**config.mk**
```make
export PLATFORM = sky130hd
export DESIGN_NAME = rom_arbiter
export DESIGN_NICKNAME = d
export VERILOG_FILES = /design/src/rtl/rom_arbiter.sv
export SDC_FILE = /design/constraint.sdc
export NUM_CORES = 1
export LEC_CHECK = 0
export CORE_MARGIN = 2
export CORE_UTILIZATION = 39
export DETAILED_ROUTE_END_ITERATION = 10
export PLACE_DENSITY = 0.79
export SYNTH_ARGS = -nofsm -noshare
export SYNTH_HDL_FRONTEND = slang
export SYNTH_SLANG_ARGS = --single-unit
export TNS_END_PERCENT = 1
```
**constraint.sdc**
```tcl
create_clock -name clock -period 2.1 [get_ports clock]
set_input_delay 0.42 -clock clock [delete_from_list [all_inputs] [get_ports clock]]
set_output_delay 0.42 -clock clock [all_outputs]
set_load 0.02 [all_outputs]
```
**src/rtl/rom_arbiter.sv**
```systemverilog
// rom_arbiter: round-robin arbiter sharing one registered-read ROM port
// between two req/ack requesters, with a per-port read data holding register.
module rom_arbiter #(
   parameter int DW = 8,
   parameter int AW = 14
) (
   input  logic          clock,
   input  logic          reset,
   input  logic          r0_req,
   input  logic [AW-1:0] r0_a,
   output logic          r0_ack,
   output logic [DW-1:0] r0_do,
   input  logic          r1_req,
   input  logic [AW-1:0] r1_a,
   output logic          r1_ack,
   output logic [DW-1:0] r1_do,
   output logic          rom_ce,
   output logic [AW-1:0] rom_a,
   input  logic [DW-1:0] rom_do,
   output logic          busy
);

   typedef enum logic [1:0] {IDLE, READ, CAPT} state_t;

   state_t state, state_nx;
   logic   gnt;      // granted port of the current transaction (0/1)
   logic   last;     // most recently granted port
   logic   grant;    // a grant is taken at this edge
   logic   gnt_nx;   // port chosen at this edge
   logic   elig0, elig1;

   // State register
   always_ff @(posedge clock) begin
      if (reset) state <= IDLE;
      else       state <= state_nx;
   end

   // Next state and grant decision; a port whose ack is high this cycle is
   // not eligible, so a req still held through its ack is not a new request
   always_comb begin
      state_nx = state;
      grant    = 1'b0;
      gnt_nx   = gnt;
      elig0    = r0_req & ~r0_ack;
      elig1    = r1_req & ~r1_ack;
      case (state)
         IDLE: begin
            if (elig0 | elig1) begin
               state_nx = READ;
               grant    = 1'b1;
               if (elig0 & elig1) gnt_nx = ~last;
               else               gnt_nx = elig1;
            end
         end
         READ:    state_nx = CAPT;
         CAPT:    state_nx = IDLE;
         default: state_nx = IDLE;
      endcase
   end

   // Datapath: ROM address/enable, grant history, data capture and ack pulses
   always_ff @(posedge clock) begin
      if (reset) begin
         gnt    <= 1'b0;
         last   <= 1'b1;
         rom_ce <= 1'b0;
         rom_a  <= '0;
         r0_ack <= 1'b0;
         r1_ack <= 1'b0;
         r0_do  <= '0;
         r1_do  <= '0;
      end else begin
         r0_ack <= 1'b0;
         r1_ack <= 1'b0;
         case (state)
            IDLE: begin
               if (grant) begin
                  gnt    <= gnt_nx;
                  last   <= gnt_nx;
                  rom_a  <= gnt_nx ? r1_a : r0_a;
                  rom_ce <= 1'b1;
               end
            end
            READ: rom_ce <= 1'b0;
            CAPT: begin
               if (gnt) begin
                  r1_do  <= rom_do;
                  r1_ack <= 1'b1;
               end else begin
                  r0_do  <= rom_do;
                  r0_ack <= 1'b1;
               end
            end
            default: rom_ce <= 1'b0;
         endcase
      end
   end

   // Busy while a transaction is in READ or CAPT
   assign busy = (state != IDLE);

endmodule

```
==> results of run 1 <==
worst max path at each step:
stage / slack [ps] / to
detailed placement: -250 / rom_a[9]
global placement: -170 / rom_a[4]
CTS: 40 / rom_a[6]
floorplan: 490 / rom_a[0]
global route: 180 / busy
finish: 240 / busy
power by group:
group          internal (µW)  switching, µW  total (µW)
logic                    235            200         436
registers                754           28.5         782
clock network            218            222         440
total                   1210            451        1660
flip-flops by register name, summed over array words and instances (netlist names):
signal and cells:
r1_ack 1, rom_a 14, gnt 1, r0_ack 1
last 1, state 2, r1_do 8, r0_do 8
rom_ce 1
metal layers:
layer  GRT usage [%]  part of all wire [%]  vias to the layer above
met5               0                     0                        -
met4            5.47                   1.1                        0
met3            8.05                    12                        5
met2            30.2                    45                       59
met1            17.2                    42                      555
li1                -                     -                      629
through the flow:
step                instances  power [µW]  TNS, ps
finish                    262        1660        0
global route              262        1740        0
CTS                       261        1680        0
detailed placement        255        1230    -3070
global placement          255        1220    -1980
floorplan                 140        1020        0
area by class of cell:
class | instances | area share (%)
tap | 48 | 2.55
clock buffer | 5 | 2.93
timing repair buffer | 78 | 33.7
clock inverter | 1 | 0.213
inverter | 1 | 0.160
sequential | 37 | 31.5
multi-input combinational | 92 | 28.9
timing repair:
| item | in CTS | in global routing |
|---|---|---|
| setup endpoints to repair | 0 | 8 |
| hold buffers | 0 | 0 |
| setup buffers | 0 | 1 |
kinds of logic (layout without fill, tap and decap cells):
group / count (synthesis) / count (layout) / synth area share, %
compound gates: 17 / 17 / 11.1
mux: 30 / 30 / 20.5
flops: 37 / 37 / 50.6
buf+inv: 11 / 85 / 3.67
simple gates: 45 / 45 / 14.2
placed cells by master (no fill, tap or decap):
master,instances
clkdlybuf4s50_1,73
dfxtp_1,37
nor2_1,34
mux2i_1,30
a211oi_2,8
a211oi_1,6
clkbuf_8,5
buf_4,3
nand2b_1,2
nor3_1,2
nor2b_1,2
buf_12,2
or2_4,1
a21oi_2,1
nor3b_1,1
nor3_4,1
nor3b_2,1
inv_1,1
nand3_1,1
a21oi_1,1
o21bai_1,1
clkinv_2,1
==> impl_metrics.py, run 1 <==
metrics = {
    "critical_path": {
        "cp-start-kind": "flip-flop",
        "crit_type": "reg2out",
        "end_kind": "output pin",
        "cp_max_fo": 3,
        "cp_top_family": "buffers and inverters",
        "crit_slowest_cell": "clkdlybuf4s50_1",
        "timing.rr.start": "state[0]",
        "worst-path-stages": 2,
        "worst-path-buf-inv": 1,
        "timing.rr.end": "rom_a[9]",
        "max_stage_delay_ps": 540,
        "crit_path_start": "state[0]",
        "ff2ff_setup_slack_ps": 600,
        "worstPathArrival_ps": 1440,
        "r2r.worst_path.cells": 5,
        "cp.required_ps": 1680,
        "path_cells": "or2_4 > clkdlybuf4s50_1",
    },
    "final_layout": {
        "postLayoutCellArea_um2": 2350,
        "seq_area_um2": 741,
        "syn_to_final_growth_pct": 60.5,
        "n_antenna_cell": 0,
        "layout-drive-gt1-share_pct": 10.7,
        "fillCellCount": 315,
        "fin_nets": 255,
        "fin_util_pct": 64.7,
        "multi_input_area_um2": 679,
    },
    "placement": {
        "placed_cell_area_um2": 2260,
        "pre_cts_ws_ps": -251,
        "place.port_buffers": 73,
        "globalplace.congestion": 0.639,
        "dp_hpwl_um": 2460,
    },
    "floorplanning": {
        "die_y_um": 65.3,
        "fp.dieW_um": 65.3,
        "start_util_pct": 40.3,
        "pin_count": 74,
        "dieArea_um2": 4260,
        "rows": 22,
        "core_area_um2": 3630,
    },
    "global_routing": {
        "antenna_found_initial": 0,
        "grt_max_degree": 38,
        "grt_pass1_wl_um": 5470,
        "track_usage_pct": 16.9,
        "grt_pass1_vias": 1265,
        "grt_overflow_total": 0,
    },
    "run": {
        "maxCapViolations": 0,
    },
    "logic_synthesis": {
        "ys.flop_type": "dfxtp_1",
        "synth_top_area_cell": "dfxtp_1",
        "synth_fp_nets": 180,
        "yosysUniqueCellTypes": 19,
        "ys_seq_elements": 37,
        "yosysWarningCount": 0,
        "synthCells": 140,
        "synth-edff-count": 0,
        "synth.most_common_cell": "dfxtp_1",
        "avgSynthCellArea_um2": 10.5,
        "synth_seq_area_share_pct": 50.6,
        "syn_area_um2": 1470,
        "yosys-top-cells-count": "dfxtp_1 (37), nor2_1 (34), mux2i_1 (30)",
        "netlist.area_leader.share_pct": 50.6,
        "async_flop_share_pct": 0,
        "synth_area_leaders": "dfxtp_1 (51%), mux2i_1 (20%), nor2_1 (8.7%), a211oi_2 (6.8%), a211oi_1 (3.1%)",
    },
    "cts": {
        "h-tree-depth": 2,
        "numCtsBuffers": 5,
        "cts_buffer_depth": 2,
        "post_cts_resized": 0,
        "cts-root-buf": "clkbuf_8",
        "insertion_delay_ps": 280,
        "clk_pin_slew_ps": 70,
        "cts_tree": "yes",
        "clock-sinks": 37,
    },
    "timing": {
        "hold_viol": 0,
        "worstMarginPinSlew_ps": 551,
        "finClkSkew_ps": 4.40,
        "slew_headroom_pct": 63.2,
        "hold_ws_ps": 488,
        "post-route-min-period_ps": 1860,
        "period_share_pct": 88.5,
        "maxSlewViolCount": 0,
        "setup_violations": 0,
        "rsz0062_at_grt": "false",
        "max_freq_mhz": 538,
        "setup_ws_ps": 241,
    },
    "routing": {
        "ant_nets": 0,
        "drt_iter0_markers": 36,
        "wirelength_um": 3370,
        "wl_per_cell_um": 12.9,
        "drt_pass1_iterations": 4,
        "routed-via-count": 1248,
        "drc": 0,
        "routed_via_density": 4.76,
    },
    "worst_hold_path": {
        "hold_class": "reg2reg",
        "hold_end": "state[1]",
        "hold-path-cell-count": 1,
        "worstHoldStart": "state[1]",
    },
    "status": {
        "status": "complete, no violations",
    },
    "power": {
        "ir_drop_mv": 0.342,
        "cellPowerDensity_nw_per_um2": 705,
        "p_leak_uw": 0.000928,
    },
}
(Power assumes the default switching activity.)
==> inputs of run 2 (changes only) <==
Settings changed: GPL_ROUTABILITY_DRIVEN from default to 0.
==> results of run 2 <==
The final DEF is identical to that of run 1; final timing and power are the same.
==> inputs of run 3 (changes only) <==
Settings changed: GPL_ROUTABILITY_DRIVEN 0 to default.
==> results of run 3 <==
The final DEF is identical to that of run 1; final timing and power are the same.
